**src/rtl/ccl_frame_sequencer_if.sv**
```systemverilog
// Connects the frame sequencer to its neighbours: the upstream pixel
// handshake, the labeler control/coordinates and the merge-table port.
// The sequencer is the master, the labeler/stream side is the slave.
interface ccl_frame_sequencer_if #(
  parameter int LABEL_W = 8
);
  // Upstream pixel stream
  logic               pix_valid;
  logic               pix_ready;

  // Labeler control and coordinates
  logic               ccl_en;
  logic               ccl_force_bg;
  logic [31:0]        ccl_x;
  logic [31:0]        ccl_y;
  logic               stack_empty_0;
  logic               stack_empty_1;
  logic [LABEL_W-1:0] num_labels;

  // Merge-table port
  logic [LABEL_W-1:0] tbl_addr;
  logic               tbl_rd_en;
  logic [LABEL_W-1:0] tbl_rd_data;
  logic               tbl_wr_en;
  logic [LABEL_W-1:0] tbl_wr_data;

  modport master (
    input  pix_valid, stack_empty_0, stack_empty_1, num_labels, tbl_rd_data,
    output pix_ready, ccl_en, ccl_force_bg, ccl_x, ccl_y,
           tbl_addr, tbl_rd_en, tbl_wr_en, tbl_wr_data
  );

  modport slave (
    output pix_valid, stack_empty_0, stack_empty_1, num_labels, tbl_rd_data,
    input  pix_ready, ccl_en, ccl_force_bg, ccl_x, ccl_y,
           tbl_addr, tbl_rd_en, tbl_wr_en, tbl_wr_data
  );
endinterface

```
**src/rtl/ccl_frame_sequencer.sv**
```systemverilog
// Frame-level controller for the connected-components labeler.
// Streams one raster frame into the labeler, drains both merge stacks with
// background pixels, then flattens the merge table in a single ascending
// pass (roots always carry lower labels than their children) and pulses done.
module ccl_frame_sequencer #(
  parameter int IMG_W     = 640,
  parameter int IMG_H     = 480,
  parameter int LABEL_W   = 8,
  parameter int DRAIN_MAX = 32
) (
  input  logic                  clk,
  input  logic                  reset,
  input  logic                  start,
  output logic                  busy,
  output logic                  done,
  output logic                  err_drain,
  ccl_frame_sequencer_if.master bus
);

  typedef enum logic [2:0] {
    S_IDLE,
    S_SCAN,
    S_DRAIN,
    S_FL_RD_I,
    S_FL_RD_P,
    S_FL_WR,
    S_DONE
  } state_t;

  localparam logic [31:0] X_LAST   = 32'(IMG_W - 1);
  localparam logic [31:0] Y_LAST   = 32'(IMG_H - 1);
  localparam logic [31:0] Y_DRAIN0 = 32'(IMG_H);
  localparam logic [31:0] Y_DRAIN1 = 32'(IMG_H + 1);
  localparam int          CNT_W    = $clog2(DRAIN_MAX + 1);
  localparam logic [CNT_W-1:0] CNT_LAST = CNT_W'(DRAIN_MAX - 1);

  state_t             state, state_next;
  logic [31:0]        x, y;
  logic [CNT_W-1:0]   drain_cnt;
  logic [LABEL_W-1:0] i;       // entry being flattened
  logic [LABEL_W-1:0] i_last;  // num_labels-1, captured at drain exit

  logic stacks_empty;
  logic drain_timeout;
  logic drain_exit;
  logic last_pixel;
  logic flatten_go;
  logic last_entry;

  assign stacks_empty  = bus.stack_empty_0 & bus.stack_empty_1;
  assign drain_timeout = (drain_cnt == CNT_LAST);
  assign drain_exit    = stacks_empty | drain_timeout;
  assign last_pixel    = (x == X_LAST) && (y == Y_LAST);
  // num_labels == 0 is the overflow case: 2^LABEL_W labels, flatten all.
  assign flatten_go    = (bus.num_labels == '0) || (bus.num_labels > LABEL_W'(2));
  assign last_entry    = (i == i_last);

  assign bus.ccl_x = x;
  assign bus.ccl_y = y;

  // State register; reset drops straight back to IDLE from any state.
  always_ff @(posedge clk or posedge reset) begin
    if (reset) begin
      state <= S_IDLE;
    end else begin
      // NOTE: sequential state is always assigned with <= so every register
      // samples the pre-edge values of its neighbours.
      state <= state_next;
    end
  end

  // Next-state and Moore/Mealy outputs for the frame sequence.
  always_comb begin
    // NOTE: every output gets a default before the case so no path through
    // the block leaves a signal unassigned (which would infer a latch).
    state_next       = state;
    busy             = (state != S_IDLE);
    done             = 1'b0;
    bus.pix_ready    = 1'b0;
    bus.ccl_en       = 1'b0;
    bus.ccl_force_bg = 1'b0;
    bus.tbl_addr     = '0;
    bus.tbl_rd_en    = 1'b0;
    bus.tbl_wr_en    = 1'b0;
    bus.tbl_wr_data  = '0;

    case (state)
      S_IDLE: begin
        if (start) state_next = S_SCAN;
      end
      S_SCAN: begin
        bus.pix_ready = 1'b1;
        bus.ccl_en    = bus.pix_valid;
        if (bus.pix_valid && last_pixel) state_next = S_DRAIN;
      end
      S_DRAIN: begin
        bus.ccl_en       = 1'b1;
        bus.ccl_force_bg = 1'b1;
        if (drain_exit) state_next = flatten_go ? S_FL_RD_I : S_DONE;
      end
      S_FL_RD_I: begin
        bus.tbl_addr  = i;
        bus.tbl_rd_en = 1'b1;
        state_next    = S_FL_RD_P;
      end
      S_FL_RD_P: begin
        // Read data is the parent p of entry i; fetch table[p] directly.
        bus.tbl_addr  = bus.tbl_rd_data;
        bus.tbl_rd_en = 1'b1;
        state_next    = S_FL_WR;
      end
      S_FL_WR: begin
        // table[p] is already a root because p < i was flattened earlier.
        bus.tbl_addr    = i;
        bus.tbl_wr_en   = 1'b1;
        bus.tbl_wr_data = bus.tbl_rd_data;
        state_next      = last_entry ? S_DONE : S_FL_RD_I;
      end
      S_DONE: begin
        done       = 1'b1;
        state_next = S_IDLE;
      end
      default: state_next = S_IDLE;
    endcase
  end

  // Coordinates, drain counter, flatten index and the sticky drain error.
  always_ff @(posedge clk or posedge reset) begin
    if (reset) begin
      x         <= '0;
      y         <= '0;
      drain_cnt <= '0;
      i         <= '0;
      i_last    <= '0;
      err_drain <= 1'b0;
    end else begin
      case (state)
        S_IDLE: begin
          if (start) begin
            x         <= '0;
            y         <= '0;
            drain_cnt <= '0;
            i         <= LABEL_W'(1);
            err_drain <= 1'b0;
          end
        end
        S_SCAN: begin
          if (bus.pix_valid) begin
            if (x == X_LAST) begin
              // Wrapping past the last row lands y on IMG_H, the first drain row.
              x <= '0;
              y <= y + 32'd1;
            end else begin
              x <= x + 32'd1;
            end
          end
        end
        S_DRAIN: begin
          // Alternate rows so each merge stack sees its pop parity.
          y         <= (y == Y_DRAIN0) ? Y_DRAIN1 : Y_DRAIN0;
          drain_cnt <= drain_cnt + CNT_W'(1);
          if (drain_exit) begin
            i_last <= bus.num_labels - LABEL_W'(1);
            if (!stacks_empty) err_drain <= 1'b1;
          end
        end
        S_FL_WR: begin
          if (!last_entry) i <= i + LABEL_W'(1);
        end
        default: ;
      endcase
    end
  end

endmodule

```
**src/flat_wrapper.sv**
```systemverilog
// flat-port wrapper written by rule: the top's interface ports become plain ports
module ccl_frame_sequencer_flat 
#(
  parameter int IMG_W     = 640,
  parameter int IMG_H     = 480,
  parameter int LABEL_W   = 8,
  parameter int DRAIN_MAX = 32
)
  (clk, reset, start, busy, done, err_drain, bus_pix_valid, bus_stack_empty_0, bus_stack_empty_1, bus_num_labels, bus_tbl_rd_data, bus_pix_ready, bus_ccl_en, bus_ccl_force_bg, bus_ccl_x, bus_ccl_y, bus_tbl_addr, bus_tbl_rd_en, bus_tbl_wr_en, bus_tbl_wr_data);
  ccl_frame_sequencer_if #(.LABEL_W(LABEL_W)) bus_i ();
  input  logic clk;
  input  logic reset;
  input  logic start;
  output logic busy;
  output logic done;
  output logic err_drain;
  input wire logic [$bits(bus_i.pix_valid)-1:0] bus_pix_valid;
  input wire logic [$bits(bus_i.stack_empty_0)-1:0] bus_stack_empty_0;
  input wire logic [$bits(bus_i.stack_empty_1)-1:0] bus_stack_empty_1;
  input wire logic [$bits(bus_i.num_labels)-1:0] bus_num_labels;
  input wire logic [$bits(bus_i.tbl_rd_data)-1:0] bus_tbl_rd_data;
  output wire logic [$bits(bus_i.pix_ready)-1:0] bus_pix_ready;
  output wire logic [$bits(bus_i.ccl_en)-1:0] bus_ccl_en;
  output wire logic [$bits(bus_i.ccl_force_bg)-1:0] bus_ccl_force_bg;
  output wire logic [$bits(bus_i.ccl_x)-1:0] bus_ccl_x;
  output wire logic [$bits(bus_i.ccl_y)-1:0] bus_ccl_y;
  output wire logic [$bits(bus_i.tbl_addr)-1:0] bus_tbl_addr;
  output wire logic [$bits(bus_i.tbl_rd_en)-1:0] bus_tbl_rd_en;
  output wire logic [$bits(bus_i.tbl_wr_en)-1:0] bus_tbl_wr_en;
  output wire logic [$bits(bus_i.tbl_wr_data)-1:0] bus_tbl_wr_data;
  assign bus_i.pix_valid = bus_pix_valid;
  assign bus_i.stack_empty_0 = bus_stack_empty_0;
  assign bus_i.stack_empty_1 = bus_stack_empty_1;
  assign bus_i.num_labels = bus_num_labels;
  assign bus_i.tbl_rd_data = bus_tbl_rd_data;
  assign bus_pix_ready = bus_i.pix_ready;
  assign bus_ccl_en = bus_i.ccl_en;
  assign bus_ccl_force_bg = bus_i.ccl_force_bg;
  assign bus_ccl_x = bus_i.ccl_x;
  assign bus_ccl_y = bus_i.ccl_y;
  assign bus_tbl_addr = bus_i.tbl_addr;
  assign bus_tbl_rd_en = bus_i.tbl_rd_en;
  assign bus_tbl_wr_en = bus_i.tbl_wr_en;
  assign bus_tbl_wr_data = bus_i.tbl_wr_data;
  ccl_frame_sequencer #(.IMG_W(IMG_W), .IMG_H(IMG_H), .LABEL_W(LABEL_W), .DRAIN_MAX(DRAIN_MAX)) u_core (.clk(clk), .reset(reset), .start(start), .busy(busy), .done(done), .err_drain(err_drain), .bus(bus_i));
endmodule
```
**config.mk**
```make
export PLATFORM = sky130hd
export DESIGN_NAME = ccl_frame_sequencer_flat
export DESIGN_NICKNAME = d
export VERILOG_FILES = /design/src/rtl/ccl_frame_sequencer_if.sv /design/src/rtl/ccl_frame_sequencer.sv /design/src/flat_wrapper.sv
export SDC_FILE = /design/constraint.sdc
export NUM_CORES = 1
export LEC_CHECK = 0
export CAP_MARGIN = 20
export CORE_ASPECT_RATIO = 1.1
export CORE_MARGIN = 2
export CORE_UTILIZATION = 52
export CTS_CLUSTER_DIAMETER = 200
export DETAILED_ROUTE_END_ITERATION = 7
export PLACE_DENSITY = 0.82
export SYNTH_ARGS = -nofsm -noshare
export SYNTH_HDL_FRONTEND = slang
export SYNTH_SLANG_ARGS = --single-unit
```
**constraint.sdc**
```tcl
create_clock -name clk -period 3.55 [get_ports clk]
set_input_delay 0.355 -clock clk [delete_from_list [all_inputs] [get_ports clk]]
set_output_delay 0.355 -clock clk [all_outputs]
set_load 0.02 [all_outputs]
```
==> flow_metrics.env <==
export IMPL_critPathCaptureType="output port"
export IMPL_cp_slowest_stage_delay_ps=630
export IMPL_grt_first_pass_wirelength_mm=24.3
export IMPL_wire_per_inst_um=16.7
export IMPL_final_hold_viol_count=0
export IMPL_gp_congestion=0.838
export IMPL_fin_crit_ps=2830
export IMPL_clock_sinks=90
export IMPL_leakagePower_nw=3.02
export IMPL_grt_usage_pct=26.6
export IMPL_cts_hold_buf=0
export IMPL_syn2layout_area_growth_pct=28.9
export IMPL_crit_buf_inv=3
export IMPL_synth_warnings=0
export IMPL_ys_seq_elements=90
export IMPL_crit_chain="buf_4 -> nor2_1 -> nand2_1 -> clkinv_1 -> clkdlybuf4s50_1"
export IMPL_htree_levels=3
export IMPL_cp_top_family="buffers and inverters"
export IMPL_drv_cap=0
export IMPL_clock_root_buffer="clkbuf_16"
export IMPL_fin_crit_sh_pct=79.8
export IMPL_path_class="flip-flop to output port"
export IMPL_dpl_hpwl_mm=10.2
export IMPL_fin_util_pct=68.2
export IMPL_antenna_found_initial=0
export IMPL_ys_seq_area_share_pct=41.4
export IMPL_nets=752
export IMPL_ff2ff_path_depth=6
export IMPL_postRouteAntennaNets=0
export IMPL_min_path_type="flip-flop to flip-flop"
export IMPL_dieHeight_um=111
export IMPL_rr_startpoint="u_core.state[1]$_DFFE_PP0P_"
export IMPL_die_w_um=102
export IMPL_drt_iter0_markers=356
export IMPL_ir_drop_mv=0.299
export IMPL_initial_core_util_pct=52.9
export IMPL_cts_tree="done"
export IMPL_yosysMostFrequentCell="dfrtp_1"
export IMPL_status="finished, final reports clean"
export IMPL_grt_max_degree=51
export IMPL_clk_pin_slew_ps=70
export IMPL_required_ps=3190
export IMPL_internal_power_mw=2.31
export IMPL_clk_latency_ps=350
export IMPL_tightest_slew_ps=979
export IMPL_setup_tns_ps=0
export IMPL_grt_overflow=0
export IMPL_critPathSlowestCell="clkdlybuf4s50_1"
export IMPL_worst_path_max_fanout=30
export IMPL_cts_resized=0
export IMPL_pwr_density_cell_nw_per_um2=521
export IMPL_power_mw=3.66
export IMPL_synthTopCellsByArea="dfrtp_1 (41%), nand2_1 (5.6%), xor2_1 (4.8%)"
export IMPL_yosys_area_top_type_share_pct=41.4
export IMPL_p_comb_share_pct=34.2
export IMPL_finalSetupViolations=0
export IMPL_synth_fp_nets=653
export IMPL_clkPwrFrac_pct=28.8
export IMPL_fin_skew_ps=8.74
export IMPL_pwr_share_seq_pct=37.0
export IMPL_vias=5217
export IMPL_path_depth=5
export IMPL_dp_slack_ps=872
export IMPL_fmax_ghz=0.353
export IMPL_rsz0062_at_grt="no"
export IMPL_r2r_end="u_core.bus.ccl_y[30]$_DFFE_PP0P_"
export IMPL_start_kind="flip-flop"
export IMPL_syn_avg_cell_area_um2=8.73
export IMPL_synth_cells=624
export IMPL_yosysTopAreaCell="dfrtp_1"
export IMPL_relSlewSlack_pct=34.5
export IMPL_wl_mm=14.5
export IMPL_yosysUniqueCellTypes=60
export IMPL_p_sw_share_pct=36.8
export IMPL_synthArstFlopShare_pct=100
export IMPL_drive_gt1_share_pct=5.49
export IMPL_ios=110
export IMPL_rows=39
export IMPL_slew_viol_final=0
export IMPL_synth_edf_count=0
export IMPL_viasPerCell=5.99
export IMPL_cts_setup_buffers=0
export IMPL_grt_pass1_vias=4930
export IMPL_reg2reg_slack_ps=860
export IMPL_setup_ws_ps=717
export IMPL_drc=0
export IMPL_ys_flop_type="dfrtp_1"
export IMPL_endpoint="bus_ccl_force_bg"
export IMPL_syn_area_um2=5450
export IMPL_n_fill_cell=813
export IMPL_power_switching_mw=1.35
export IMPL_die_area_um2=11300
export IMPL_arrival_ps=2480
export IMPL_startpoint="u_core.state[0]$_DFFE_PP0P_"
export IMPL_n_antenna_cell=0
export IMPL_core_um2=10300
export IMPL_dr_pass1_iters=5
export IMPL_cts_buffers=9
export IMPL_port_buffers=109
export IMPL_synth_common_cells="dfrtp_1 (90), nand2_1 (81), nor2_1 (50)"
export IMPL_ctsLongestPathBuffers=2
==> layout make-up <==
type | count | area (um^2) | share of cell area [%]
multi-input cells | 489 | 3020 | 43.1
flip-flops and latches | 90 | 2250 | 32.1
repair buffers | 119 | 1180 | 16.8
clock buffers | 12 | 256 | 3.65
well taps | 143 | 179 | 2.55
clock inverters | 4 | 73.8 | 1.05
inverters | 14 | 58.8 | 0.837
==> logic make-up (layout without fill, tap and decap cells) <==
| logic type | Yosys count | in the layout | synth area share (%) |
|---|---|---|---|
| AND/OR/NAND/NOR | 304 | 304 | 29.8 |
| flip-flops | 90 | 90 | 41.4 |
| XOR/XNOR | 43 | 43 | 6.91 |
| buffers and inverters | 45 | 149 | 3.63 |
| multiplexers | 21 | 21 | 3.88 |
| adder cells (fa/ha/maj) | 7 | 7 | 1.61 |
| AO/OA/AOI/OAI | 114 | 114 | 12.8 |
==> layout by cell type (no fill, tap or decap), types with 13 or more instances in the layout <==
master / instances
nor3_1: 13
or4_1: 16
nor2_1: 50
nand3_1: 28
xor2_1: 30
dfrtp_1: 90
a21oi_1: 25
nand2_1: 81
clkdlybuf4s50_1: 109
mux2i_1: 20
and3_1: 23
nor4_1: 16
xnor2_1: 13
o21ai_0: 36
nand4_1: 31
==> metrics by stage <==
step,hold WS [ps],area [um^2],std cells
finish,485,7020,871
global route,504,7020,871
floorplan,431,5450,624
global placement,461,6690,855
CTS,473,7020,871
detailed placement,466,6690,855
==> power by group through the flow <==
stage          clock network, mW  logic (mW)  registers [mW]
6_report                    1.05        1.25            1.35
5_1_grt                     1.10        1.38            1.38
4_1_cts                     1.06        1.25            1.35
3_5_place_dp                   0        1.24            1.36
3_3_place_gp                   0        1.20            1.36
2_1_floorplan                  0       0.835            1.33
==> worst min path at each step <==
| stage | from | endpoint | slack (ps) | depth (start not counted) |
|---|---|---|---|---|
| 4_1_cts | u_core.drain_cnt[5]$_DFFE_PP0P_ | u_core.drain_cnt[5]$_DFFE_PP0P_ | 470 | 1 |
| 2_1_floorplan | u_core.drain_cnt[5]$_DFFE_PP0P_ | u_core.drain_cnt[5]$_DFFE_PP0P_ | 430 | 1 |
| 3_3_place_gp | u_core.drain_cnt[5]$_DFFE_PP0P_ | u_core.drain_cnt[5]$_DFFE_PP0P_ | 460 | 1 |
| 6_report | u_core.drain_cnt[5]$_DFFE_PP0P_ | u_core.drain_cnt[5]$_DFFE_PP0P_ | 480 | 1 |
| 3_5_place_dp | u_core.drain_cnt[5]$_DFFE_PP0P_ | u_core.drain_cnt[5]$_DFFE_PP0P_ | 470 | 1 |
| 5_1_grt | u_core.drain_cnt[5]$_DFFE_PP0P_ | u_core.drain_cnt[5]$_DFFE_PP0P_ | 500 | 1 |
==> metal layers <==
metal	GRT usage [%]	part of all wire (%)
met5	0	0
met4	9.19	1.9
met3	3.95	5.4
met2	43.4	50
met1	36.1	43
==> state kept, by name, indices dropped and copies added (netlist names) <==
register          flops
u_core.bus.ccl_y     32
u_core.state          3
u_core.i_last         8
u_core.i              8
u_core.bus.ccl_x     32
u_core.err_drain      1
u_core.drain_cnt      6
No activity file was read; power rests on OpenSTA's default activity.
